`config.mk`:
```
export PLATFORM = sky130hd
export DESIGN_NAME = ysyx_25040105_ifu
export DESIGN_NICKNAME = d
export VERILOG_FILES = /design/src/rtl/ysyx_25040105_ifu_pkg.sv /design/src/rtl/ysyx_25040105_ifu.sv
export SDC_FILE = /design/constraint.sdc
export NUM_CORES = 1
export LEC_CHECK = 0
export BUFFER_PORTS_ARGS = -buffer_cell sky130_fd_sc_hd__buf_2
export CORE_MARGIN = 1.5
export CORE_UTILIZATION = 56
export DETAILED_ROUTE_END_ITERATION = 6
export GPL_TIMING_DRIVEN = 0
export PLACE_DENSITY = 0.82
export SYNTH_ARGS = -nofsm -noshare
export SYNTH_HDL_FRONTEND = slang
export SYNTH_SLANG_ARGS = --single-unit
```
`constraint.sdc`:
```
create_clock -name clk -period 4.1 [get_ports clk]
set_input_delay 0.82 -clock clk [delete_from_list [all_inputs] [get_ports clk]]
set_output_delay 0.82 -clock clk [all_outputs]
set_load 0.005 [all_outputs]
```
`src/rtl/ysyx_25040105_ifu_pkg.sv`:
```
// ============================================================================
//  Module      : ysyx_25040105_ifu_pkg
//  Description : Shared definitions for the instruction fetch unit: reset PC
//                default, canonical NOP encoding, FSM state encoding and a
//                word-alignment helper.
//  Revision    : 1.0  initial release
// ============================================================================
`default_nettype none

package ysyx_25040105_ifu_pkg;

    localparam logic [31:0] C_RESET_PC = 32'h8000_0000;
    localparam logic [31:0] C_INST_NOP = 32'h0000_0013;

    // REQ  : request presented on the memory port
    // WAIT : request accepted, waiting for the single response
    // HOLD : instruction latched and offered to the decode stage
    typedef enum logic [1:0] {
        S_REQ  = 2'd0,
        S_WAIT = 2'd1,
        S_HOLD = 2'd2
    } ifu_state_e;

    // Clears the two low bits so every fetch address is word aligned.
    function automatic logic [31:0] word_align(input logic [31:0] addr);
        return addr & 32'hFFFF_FFFC;
    endfunction

endpackage

`default_nettype wire

```
`src/rtl/ysyx_25040105_ifu.sv`:
```
// ============================================================================
//  Module      : ysyx_25040105_ifu
//  Description : Instruction fetch unit for a multi-cycle core. Holds the PC,
//                issues one word-aligned read per instruction (at most one
//                outstanding, no prefetch) and hands {inst, pc, fault} to the
//                decode stage over a valid/ready handshake. Accepts one-cycle
//                PC redirects from the execute/writeback side.
//  Ports       : clk, rst                      clock, sync active-high reset
//                mem_req_valid/ready/addr      fetch request channel
//                mem_rsp_valid/data/err        fetch response channel
//                redirect_valid/pc             PC redirect pulse and target
//                inst_valid/ready              handshake towards decode
//                inst, inst_pc, inst_fault     delivered instruction
//  Revision    : 1.0  initial release
// ============================================================================
`default_nettype none

module ysyx_25040105_ifu
    import ysyx_25040105_ifu_pkg::*;
#(
    parameter int                ADDR_W   = 32,
    parameter logic [ADDR_W-1:0] RESET_PC = C_RESET_PC
) (
    input  logic              clk,
    input  logic              rst,

    output logic              mem_req_valid,
    input  logic              mem_req_ready,
    output logic [ADDR_W-1:0] mem_req_addr,

    input  logic              mem_rsp_valid,
    input  logic [31:0]       mem_rsp_data,
    input  logic              mem_rsp_err,

    input  logic              redirect_valid,
    input  logic [ADDR_W-1:0] redirect_pc,

    output logic              inst_valid,
    input  logic              inst_ready,
    output logic [31:0]       inst,
    output logic [ADDR_W-1:0] inst_pc,
    output logic              inst_fault
);

    localparam logic [ADDR_W-1:0] C_PC_STEP = ADDR_W'(4);
    localparam logic [ADDR_W-1:0] C_ALIGN   = ~ADDR_W'(3);

    ifu_state_e        state_q,      state_d;
    logic [ADDR_W-1:0] pc_q,         pc_d;
    // Address currently presented on the request port. Kept apart from pc so
    // a redirect arriving in REQ does not disturb a request that must stay
    // stable until accepted.
    logic [ADDR_W-1:0] req_addr_q,   req_addr_d;
    // Set when the outstanding (or about to be accepted) fetch is stale and
    // its response must be dropped.
    logic              kill_q,       kill_d;
    logic [31:0]       inst_q,       inst_d;
    logic [ADDR_W-1:0] inst_pc_q,    inst_pc_d;
    logic              inst_fault_q, inst_fault_d;

    logic [ADDR_W-1:0] w_target;

    assign w_target = redirect_pc & C_ALIGN;

    // ------------------------------------------------------------------------
    // Next-state logic
    // ------------------------------------------------------------------------
    always_comb begin
        state_d      = state_q;
        pc_d         = pc_q;
        req_addr_d   = req_addr_q;
        kill_d       = kill_q;
        inst_d       = inst_q;
        inst_pc_d    = inst_pc_q;
        inst_fault_d = inst_fault_q;

        case (state_q)
            S_REQ: begin
                // The request still goes out at the old address; its
                // response is marked for discard.
                if (redirect_valid) begin
                    pc_d   = w_target;
                    kill_d = 1'b1;
                end
                if (mem_req_ready) begin
                    state_d = S_WAIT;
                end
            end

            S_WAIT: begin
                if (redirect_valid) begin
                    pc_d   = w_target;
                    kill_d = 1'b1;
                end
                if (mem_rsp_valid) begin
                    if (kill_q || redirect_valid) begin
                        kill_d  = 1'b0;
                        state_d = S_REQ;
                    end else begin
                        inst_d       = mem_rsp_err ? 32'h0 : mem_rsp_data;
                        inst_fault_d = mem_rsp_err;
                        inst_pc_d    = req_addr_q;
                        state_d      = S_HOLD;
                    end
                end
            end

            S_HOLD: begin
                if (inst_ready) begin
                    pc_d    = redirect_valid ? w_target : (pc_q + C_PC_STEP);
                    state_d = S_REQ;
                end else if (redirect_valid) begin
                    // Squash the undelivered instruction.
                    pc_d    = w_target;
                    state_d = S_REQ;
                end
            end

            default: begin
                state_d = S_REQ;
            end
        endcase

        // Freeze the request address on every entry into REQ.
        if ((state_q != S_REQ) && (state_d == S_REQ)) begin
            req_addr_d = pc_d;
        end
    end

    // ------------------------------------------------------------------------
    // State registers
    // ------------------------------------------------------------------------
    always_ff @(posedge clk) begin
        if (rst) begin
            state_q      <= S_REQ;
            pc_q         <= RESET_PC;
            req_addr_q   <= RESET_PC;
            kill_q       <= 1'b0;
            inst_q       <= 32'h0;
            inst_pc_q    <= '0;
            inst_fault_q <= 1'b0;
        end else begin
            state_q      <= state_d;
            pc_q         <= pc_d;
            req_addr_q   <= req_addr_d;
            kill_q       <= kill_d;
            inst_q       <= inst_d;
            inst_pc_q    <= inst_pc_d;
            inst_fault_q <= inst_fault_d;
        end
    end

    // ------------------------------------------------------------------------
    // Outputs (gated by rst so both valids are low while reset is held)
    // ------------------------------------------------------------------------
    assign mem_req_valid = (state_q == S_REQ)  && !rst;
    assign inst_valid    = (state_q == S_HOLD) && !rst;
    assign mem_req_addr  = req_addr_q;
    assign inst          = inst_q;
    assign inst_pc       = inst_pc_q;
    assign inst_fault    = inst_fault_q;

endmodule

`default_nettype wire

```
==> PnR_summary.wiki, run 1 <==
{| class="wikitable"
! Metric !! Value
|-
| Global-route wire length before repair || 31.5 mm
|-
| Yosys warning count || 0
|-
| Setup repair bufs after CTS || 0
|-
| Post-synth EDFFs || 0
|-
| Gate count of the mapped netlist || 732
|-
| Buffers added on ports || 165
|-
| Ratio of total power to cell area || 418 mW/mm²
|-
| Layout cells sized above 1 || 0.233
|-
| Dominant register cell in the synthesized netlist || dfxtp_1
|-
| Maximum number of pins on one net before global-route repair || 17
|-
| Clock insertion delay at the later pin of the skew report || 0.52 ns
|-
| Total clock buffers created by CTS || 17
|-
| Vias after detailed routing || 6488
|-
| Combinational power share || 0.087
|-
| Number of placed instances with taps included || 1033
|-
| Slew Limit Headroom || 0.264
|-
| Ratio of final minimum period to clock period || 0.805
|-
| Total die area || 0.0112 mm²
|-
| Y dimension of the die || 106 µm
|-
| CP endpoint kind || primary output
|-
| Sw Share || 0.250
|-
| Clock slew at reported path FFs || 0.06 ns
|-
| Kind of critical path || in2out
|-
| Area Growth Syn to Fin || 26.8%
|-
| CTS sink count || 132
|-
| Maximum vdd ir drop || 0.000256 V
|-
| Core Area || 0.0103 mm²
|-
| Part of the power in the clock network || 0.479
|-
| Worst hold path stage count || 2
|-
| Power dissipated by switching net loads || 0.000786 W
|-
| Final-layout fill cell count || 777
|-
| Placement row count || 37
|-
| Routed via count divided by cell count || 6.09
|-
| Setup TNS after final layout || 0 ns
|-
| Min cycle time layout || 3.30 ns
|-
| Library cells used by synthesis || 58
|-
| HPWL Detailed || 15.3 mm
|-
| Layout Nets || 988
|-
| Actual transition at the worst max-transition pin || 1.09 ns
|-
| Register bit count reported by yosys || 132
|-
| Worst reg2reg setup slack || 1.41 ns
|-
| Leakage || 3.12 nW
|-
| Initial DRC Count || 823
|-
| Via count of the first global-routing pass || 5881
|-
| Final max-slew violation count || 0
|-
| Asr flop ratio synth || 0
|-
| Status || completed
|-
| Total global routing track utilization || 0.368
|-
| Total congestion overflow after global routing || 0
|-
| Instance area at placement || 0.00693 mm²
|-
| Max-cap violations || 0
|-
| Worst Path Required || 3.28 ns
|-
| Post-detailed-route DRC marker count || 0
|-
| I/O pin count || 170
|-
| Clk_skew || 0.00609 ns
|-
| Length of the first detailed-routing pass in iterations || 6
|-
| Clock tree from TritonCTS || built
|-
| Setup violation total in the final timing report || 0
|-
| Routed length per instance || 19.4 µm
|-
| Largest driver fanout on the critical path || 10
|-
| Final Wtd Congestion || 0.953
|-
| Final Routed Wirelength || 20.7 mm
|-
| Ant diodes || 0
|-
| R2R cell count || 7
|-
| Peak clock frequency supported by timing || 303 MHz
|-
| Cts repair resizes || 0
|-
| Count of hold-fix buffers inserted at cts || 0
|-
| Max Root-Sink Buffers || 2
|-
| Cell at the root of the clock tree || clkbuf_8
|-
| Hold WC Path Type || reg2reg
|-
| Sequential fraction of the synthesis area || 0.445
|-
| Post-synthesis instance area || 0.00593 mm²
|-
| RSZ-0062 raised after global routing || false
|-
| Pre-CTS setup slack || 0.850 ns
|-
| Crit path launch type || input pin
|-
| Initial Util || 0.575
|-
| Mean Syn Cell Area || 8.11 µm²
|-
| Post-synthesis net count || 804
|-
| Internal power || 0.00236 W
|-
| Worst Hold Slack || 0.452 ns
|-
| Post-route cell area || 0.00752 mm²
|-
| Initial antenna violation count || 0
|-
| Non-Filler Instances || 1065
|-
| Power share of the sequential group || 0.434
|-
| Die X || 106 µm
|-
| Final hold violation count || 0
|-
| Worst Path Arrival || 2.48 ns
|-
| Worst setup margin || 0.799 ns
|-
| CTS H-tree lvls || 4
|-
| Number of antenna-violating nets in the routed design || 0
|}
stage by stage:
| stage | utilization | total power (W) |
|---|---|---|
| after global routing | 0.729 | 0.00324 |
| final | 0.729 | 0.00315 |
| after global placement | 0.671 | 0.00165 |
| after detailed placement | 0.671 | 0.00165 |
| after floorplan | - | 0.00153 |
| after CTS | 0.729 | 0.00314 |
cells in the final DEF, fill, tap and decap left out, drive strengths merged, types with 2 or more instances in the layout:
| cell type | n |
|---|---|
| a211oi | 8 |
| a21bo | 2 |
| a21boi | 2 |
| a21o | 2 |
| a21oi | 93 |
| a311o | 3 |
| a31oi | 7 |
| and2 | 7 |
| and3 | 11 |
| and4 | 5 |
| buf | 183 |
| bufinv | 2 |
| clkbuf | 63 |
| clkinv | 6 |
| dfxtp | 132 |
| inv | 12 |
| mux2 | 2 |
| mux2i | 13 |
| nand2 | 133 |
| nand2b | 6 |
| nand3 | 34 |
| nand3b | 35 |
| nand4 | 12 |
| nor2 | 31 |
| nor3 | 17 |
| nor3b | 3 |
| nor4 | 15 |
| nor4b | 3 |
| o211ai | 4 |
| o21ai | 23 |
| o22a | 7 |
| o22ai | 11 |
| o31a | 2 |
| o31ai | 9 |
| or2 | 2 |
| or4 | 5 |
| xnor2 | 6 |
| xor2 | 3 |
kinds of logic (layout without fill, tap and decap cells):
group                    Yosys count  in the layout  synth area share
XOR/XNOR                           9              9            0.0133
multiplexers                      15             15            0.0257
buffers and inverters             70            267            0.0458
flip-flops                       132            132             0.445
AND/OR/NAND/NOR                  322            322             0.282
adder cells (fa/ha/maj)            1              1           0.00211
AO/OA/AOI/OAI                    183            183             0.186
registers in the layout (all words and copies together) (netlist names):
name          count
inst             32
inst_fault        1
inst_pc          32
kill_q            1
mem_req_addr     32
pc_q             32
state_q           2
routing by layer:
layer  vias to the layer above  track usage  wire (µm)
met5                         -            0          0
met4                         0        0.128        479
met3                        47        0.113       2250
met2                       419        0.604       9710
met1                      3019        0.459       8270
li1                       3003            -          -
final timing paths:
path | end | from
max | inst_valid | rst
min | inst_pc[11]$_SDFFE_PP0P_ | inst_pc[11]$_SDFFE_PP0P_
max reg2reg | mem_req_addr[5]$_SDFFE_PP0P_ | state_q[1]$_SDFF_PP0_
min reg2reg | inst_pc[11]$_SDFFE_PP0P_ | inst_pc[11]$_SDFFE_PP0P_
cell usage after synthesis (11+ instances only):
library cell	instances	area, µm²
mux2i_1	13	130
a21oi_1	93	465
nor3_1	17	85.1
nor2_1	31	116
o21ai_0	21	105
nand2_1	133	499
clkbuf_1	41	154
o22ai_1	11	68.8
buf_1	11	41.3
and3_1	11	68.8
dfxtp_1	132	2640
nand3b_1	35	263
nand3_1	34	170
nor4_1	13	81.3
power groups by stage:
stage          clock (W)  combinational [W]  sequential (W)
6_report         0.00151           0.000274         0.00137
5_1_grt          0.00157           0.000296         0.00137
4_1_cts          0.00151           0.000266         0.00136
3_5_place_dp           0           0.000264         0.00139
3_3_place_gp           0           0.000257         0.00139
2_1_floorplan          0           0.000155         0.00138
critical path, cell delays in order:
cell      delay, ns
clkbuf_1       0.21
clkbuf_1       0.56
buf_1          0.61
nor2_1         0.12
buf_2          0.16
final cells by class:
cell class              count  area, µm²  share of cell area
well taps                 136        170              0.0226
inverters                  11       41.3             0.00549
flip-flops and latches    132       2640               0.351
multi-input cells         530       3020               0.401
clock buffers              22        473              0.0629
repair buffers            165        826               0.110
clock inverters            10        121              0.0161
plain buffers              59        230              0.0306
Note: power is estimated with default switching activity, not from simulation.
==> run 2, diff against run 1 <==
--- a/config.mk
+++ b/config.mk
@@ -7,10 +7,10 @@
 export LEC_CHECK = 0
 export BUFFER_PORTS_ARGS = -buffer_cell sky130_fd_sc_hd__buf_2
 export CORE_MARGIN = 1.5
-export CORE_UTILIZATION = 56
+export CORE_UTILIZATION = 52
 export DETAILED_ROUTE_END_ITERATION = 6
 export GPL_TIMING_DRIVEN = 0
-export PLACE_DENSITY = 0.82
+export PLACE_DENSITY = 0.77
 export SYNTH_ARGS = -nofsm -noshare
 export SYNTH_HDL_FRONTEND = slang
 export SYNTH_SLANG_ARGS = --single-unit
==> constraint.sdc (replaced) <==
create_clock -name clk -period 3.2 [get_ports clk]
set_input_delay 0.64 -clock clk [delete_from_list [all_inputs] [get_ports clk]]
set_output_delay 0.64 -clock clk [all_outputs]
set_load 0.005 [all_outputs]
==> run 2 against run 1 <==
Die area rose by 7.5%; largest power group unchanged; largest cell class unchanged; critical path depth did not move; final area fell by 0.50%; sequential power rose by 28%.
==> PnR_summary.wiki, run 2 (same netlist as run 1, synthesis figures left out) <==
{| class="wikitable"
! Metric !! Value
|-
| Layout Nets || 988
|-
| Setup TNS after final layout || 0 ns
|-
| M3 GR Usage || 0.0913
|-
| Post-detailed-route DRC marker count || 0
|-
| Final hold violation count || 0
|-
| I/O pin count || 170
|-
| Min cycle time layout || 2.91 ns
|-
| Cell at the root of the clock tree || clkbuf_16
|-
| Ratio of final minimum period to clock period || 0.910
|-
| Most used cells in the layout excluding fill and tap cells || buf_2 (172), nand2_1 (133), dfxtp_1 (132), a21oi_1 (93), clkbuf_1 (42)
|-
| Worst setup margin || 0.289 ns
|-
| CTS H-tree lvls || 4
|-
| Initial antenna violation count || 0
|-
| Maximum number of pins on one net before global-route repair || 17
|-
| Worst Path Arrival || 2.27 ns
|-
| Core Area || 0.0110 mm²
|-
| CP max-delay cell || buf_1
|-
| Final Wtd Congestion || 1.01
|-
| Global-route wire length before repair || 31.1 mm
|-
| Setup repair bufs after CTS || 0
|-
| Kind of critical path || in2out
|-
| Routed via count divided by cell count || 6.04
|-
| Die X || 110 µm
|-
| Number of antenna-violating nets in the routed design || 0
|-
| Max Root-Sink Buffers || 2
|-
| Slew Limit Headroom || 0.226
|-
| Biggest cell delay along the critical path || 0.60 ns
|-
| Vias after detailed routing || 6450
|-
| Actual transition at the worst max-transition pin || 1.15 ns
|-
| Cts repair resizes || 0
|-
| Area Growth Syn to Fin || 26.2%
|-
| Routed length per instance || 20.0 µm
|-
| Total clock buffers created by CTS || 17
|-
| Global routing met1 resource utilization || 0.422
|-
| RSZ-0062 raised after global routing || false
|-
| Total global routing track utilization || 0.347
|-
| Ratio of total power to cell area || 526 mW/mm²
|-
| Largest driver fanout on the critical path || 10
|-
| Global route hottest layer || met2
|-
| Count of hold-fix buffers inserted at cts || 0
|-
| Crit path launch type || input pin
|-
| Global-route track usage on met2 || 0.571
|-
| Max-cap violations || 0
|-
| Y dimension of the die || 110 µm
|-
| Total die area || 0.0121 mm²
|-
| Hold WC Path Type || reg2reg
|-
| Total congestion overflow after global routing || 0
|-
| Via count of the first global-routing pass || 5877
|-
| Critical path, cell by cell || clkbuf_1 > clkbuf_1 > buf_1 > nor2_1 > buf_2
|-
| Ant diodes || 0
|-
| Placement row count || 38
|-
| Layout cells sized above 1 || 0.231
|-
| Status || completed
|-
| Worst Path Required || 2.56 ns
|-
| Initial DRC Count || 685
|-
| HPWL Detailed || 15.8 mm
|-
| Maximum vdd ir drop || 0.000382 V
|-
| Length of the first detailed-routing pass in iterations || 5
|-
| Initial Util || 0.540
|-
| Clock slew at reported path FFs || 0.06 ns
|-
| Leakage || 3.09 nW
|-
| Peak clock frequency supported by timing || 344 MHz
|-
| Final max-slew violation count || 0
|-
| Pre-CTS setup slack || 0.236 ns
|-
| CTS sink count || 132
|-
| Final Routed Wirelength || 21.4 mm
|-
| Clk_skew || 0.00564 ns
|-
| Clock tree from TritonCTS || built
|-
| Most common cell after layout, fill and taps aside || buf_2
|-
| Setup violation total in the final timing report || 0
|-
| CP endpoint kind || primary output
|-
| Clock insertion delay at the later pin of the skew report || 0.42 ns
|-
| Buffers added on ports || 165
|-
| Cell with the most instances on the worst path || clkbuf_1
|}
## run 2: power breakdown
group          leakage [nW]  switching (W)  internal [W]  total (W)
combinational          1.75       0.000218      0.000135   0.000353
clock                 0.267       0.000721       0.00111    0.00184
sequential             1.07      0.0000586       0.00169    0.00175
total                  3.09       0.000998       0.00294    0.00394
## run 2: metrics by stage
stage / utilization / power [W] / area (µm²) / hold slack (ns) / instances
6_report: 0.682 / 0.00394 / 7490 / 0.448 / 1067
5_1_grt: 0.682 / 0.00403 / 7490 / 0.466 / 1067
2_1_floorplan: - / 0.00197 / 5930 / 0.443 / 732
3_5_place_dp: 0.631 / 0.00212 / 6940 / 0.442 / 1037
3_3_place_gp: 0.631 / 0.00211 / 6940 / 0.435 / 1037
4_1_cts: 0.682 / 0.00392 / 7490 / 0.449 / 1067
## run 2: cell type report
type                            count  area (µm²)
Fill cell                         930        3500
Multi-Input combinational cell    530        3020
Sequential cell                   132        2640
Timing Repair Buffer              165         826
Clock buffer                       21         470
Buffer                             59         230
Tap cell                          140         175
Clock inverter                      9        81.3
Inverter                           11        41.3
## run 2: metal layers
layer | up-vias | share of wire
met3 | 61 | 0.099
met5 | - | 0
met1 | 3014 | 0.41
met2 | 388 | 0.46
met4 | 0 | 0.033
li1 | 2987 | -
## run 2: worst max-delay path: cells and delay by family
family,cells,cell delay (ns)
buffers and inverters,4,1.51
AND/OR/NAND/NOR,1,0.10
## run 2: path summary, 6_finish.rpt
path                              from                       endpoint  slack [ns]  depth (start not counted)
hold / removal    inst[5]$_SDFFE_PP0P_           inst[5]$_SDFFE_PP0P_        0.45                          2
setup reg to reg    pc_q[2]$_SDFF_PP0_  mem_req_addr[28]$_SDFFE_PP0P_        0.52                          6
hold reg to reg   inst[5]$_SDFFE_PP0P_           inst[5]$_SDFFE_PP0P_        0.45                          2
setup / recovery                   rst                     inst_valid        0.29                          5
==> run 3, diff against run 2 <==
==> constraint.sdc (replaced) <==
create_clock -name clk -period 3.2 [get_ports clk]
set_input_delay 0.48 -clock clk [delete_from_list [all_inputs] [get_ports clk]]
set_output_delay 0.48 -clock clk [all_outputs]
set_load 0.1 [all_outputs]
==> run 3 against run 2 <==
Sequential power barely moved; register-to-register slack better by 0.03 ns; first-iteration DRC count rose by 9.6%; count of clock-buffer cells in the layout shrank 3; flip-flop and latch count unchanged; global-route usage increased by 0.70 points; cell count rose by 0.19%; clock power rose by 9%; combinational power grew 41%; total power up 8.1%; critical path type unchanged; critical endpoint unchanged; largest power group unchanged.
==> PnR_summary.wiki, run 3 (same netlist as run 1, synthesis figures left out) <==
{| class="wikitable"
! Metric !! Value
|-
| Maximum number of pins on one net before global-route repair || 17
|-
| Peak clock frequency supported by timing || 351 MHz
|-
| Max-cap violations || 0
|-
| CTS sink count || 132
|-
| CTS H-tree lvls || 4
|-
| Routed via count divided by cell count || 6.12
|-
| Final Routed Wirelength || 21.3 mm
|-
| Routed length per instance || 20.0 µm
|-
| Initial DRC Count || 751
|-
| Leakage || 3.12 nW
|-
| Worst reg2reg setup slack || 0.55 ns
|-
| Hold WC Path Type || in2reg
|-
| Core Area || 0.0110 mm²
|-
| Final Wtd Congestion || 0.992
|-
| Area Growth Syn to Fin || 27.2%
|-
| Number of antenna-violating nets in the routed design || 0
|-
| Worst hold path stage count || 3
|-
| Initial antenna violation count || 0
|-
| Initial Util || 0.540
|-
| Layout cells sized above 1 || 0.235
|-
| Layout Nets || 988
|-
| Clock tree from TritonCTS || built
|-
| Kind of critical path || in2out
|-
| Worst setup margin || 0.350 ns
|-
| Min cycle time layout || 2.85 ns
|-
| R2R cell count || 6
|-
| Most used cells in the layout excluding fill and tap cells || buf_2 (172), nand2_1 (133), dfxtp_1 (132), a21oi_1 (93), clkbuf_1 (41)
|-
| Cell at the root of the clock tree || clkbuf_16
|-
| Hold path startpoint || mem_rsp_data[21]
|-
| Max Root-Sink Buffers || 2
|-
| Crit path launch type || input pin
|-
| Slew Limit Headroom || 0.241
|-
| Ant diodes || 0
|-
| RSZ-0062 raised after global routing || false
|-
| Status || completed
|-
| Number of placed instances with taps included || 1037
|-
| Clk_skew || 0.00878 ns
|-
| Worst Path Required || 2.72 ns
|-
| Setup repair bufs after CTS || 0
|-
| Total die area || 0.0121 mm²
|-
| Die X || 110 µm
|-
| Total clock buffers created by CTS || 17
|-
| Clock slew at reported path FFs || 0.06 ns
|-
| Total global routing track utilization || 0.354
|-
| I/O pin count || 170
|-
| Final hold violation count || 0
|-
| Largest driver fanout on the critical path || 10
|-
| Count of hold-fix buffers inserted at cts || 0
|-
| Global-route wire length before repair || 31.6 mm
|-
| Most common cell after layout, fill and taps aside || buf_2
|-
| Buffers added on ports || 165
|-
| Post-detailed-route DRC marker count || 0
|-
| Beginning of the worst register-to-register path || pc_q[3]$_SDFF_PP0_
|-
| Cts repair resizes || 0
|-
| Clock insertion delay at the later pin of the skew report || 0.43 ns
|-
| Worst Path Arrival || 2.37 ns
|-
| Length of the first detailed-routing pass in iterations || 6
|-
| Final max-slew violation count || 0
|-
| Capture endpoint of the worst hold path || inst[21]$_SDFFE_PP0P_
|-
| Pre-CTS setup slack || 0.420 ns
|-
| Actual transition at the worst max-transition pin || 1.13 ns
|-
| Y dimension of the die || 110 µm
|-
| Total congestion overflow after global routing || 0
|-
| Ratio of total power to cell area || 564 mW/mm²
|-
| Via count of the first global-routing pass || 6008
|-
| Setup violation total in the final timing report || 0
|-
| HPWL Detailed || 15.8 mm
|-
| End-of-flow core utilization || 0.687
|-
| Ratio of final minimum period to clock period || 0.891
|-
| Maximum vdd ir drop || 0.000440 V
|-
| Setup TNS after final layout || 0 ns
|-
| Vias after detailed routing || 6540
|-
| Placement row count || 38
|-
| CP endpoint kind || primary output
|-
| Non-Filler Instances || 1069
|-
| Endpoint of the worst register-to-register path || pc_q[28]$_SDFF_PP0_
|}
==> run 3: worst max-delay path, cell delays in order <==
cell,delay [ns]
clkbuf_1,0.29
clkbuf_1,0.53
buf_1,0.63
nor2_1,0.11
buf_2,0.32
==> run 3: power breakdown <==
group,switching (W),total [W],internal (W)
combinational,0.000362,0.000498,0.000135
clock,0.000822,0.00201,0.00119
sequential,0.0000566,0.00175,0.00169
==> run 3: layout make-up <==
| type | count | area (µm²) |
|---|---|---|
| Fill cell | 920 | 3440 |
| Multi-Input combinational cell | 530 | 3030 |
| Sequential cell | 132 | 2640 |
| Timing Repair Buffer | 165 | 826 |
| Clock buffer | 18 | 439 |
| Buffer | 59 | 230 |
| Tap cell | 140 | 175 |
| Clock inverter | 14 | 166 |
| Inverter | 11 | 41.3 |
==> run 3: through the flow <==
step	power, W	hold WS, ns	area, µm²
detailed placement	0.00227	0.442	6940
global route	0.00435	0.327	7550
finish	0.00426	0.317	7550
global placement	0.00226	0.435	6940
floorplan	0.00211	0.443	5940
CTS	0.00424	0.314	7550
==> run 3: worst max-delay path by stage <==
| stage | from | slack, ns | depth (start not counted) | endpoint |
|---|---|---|---|---|
| floorplan | rst | 0.41 | 4 | inst_valid |
| global placement | inst_ready | 0.43 | 7 | pc_q[28]$_SDFF_PP0_ |
| detailed placement | inst_ready | 0.42 | 7 | pc_q[28]$_SDFF_PP0_ |
| CTS | rst | 0.45 | 5 | inst_valid |
| global route | rst | 0.31 | 5 | inst_valid |
| finish | rst | 0.35 | 5 | inst_valid |
==> run 3: layer usage <==
layer / routed length (µm) / track usage / vias to the layer above
li1: - / - / 2993
met1: 8660 / 0.436 / 3105
met2: 9830 / 0.575 / 373
met3: 2100 / 0.0901 / 69
met4: 763 / 0.175 / 0
met5: 0 / 0 / -
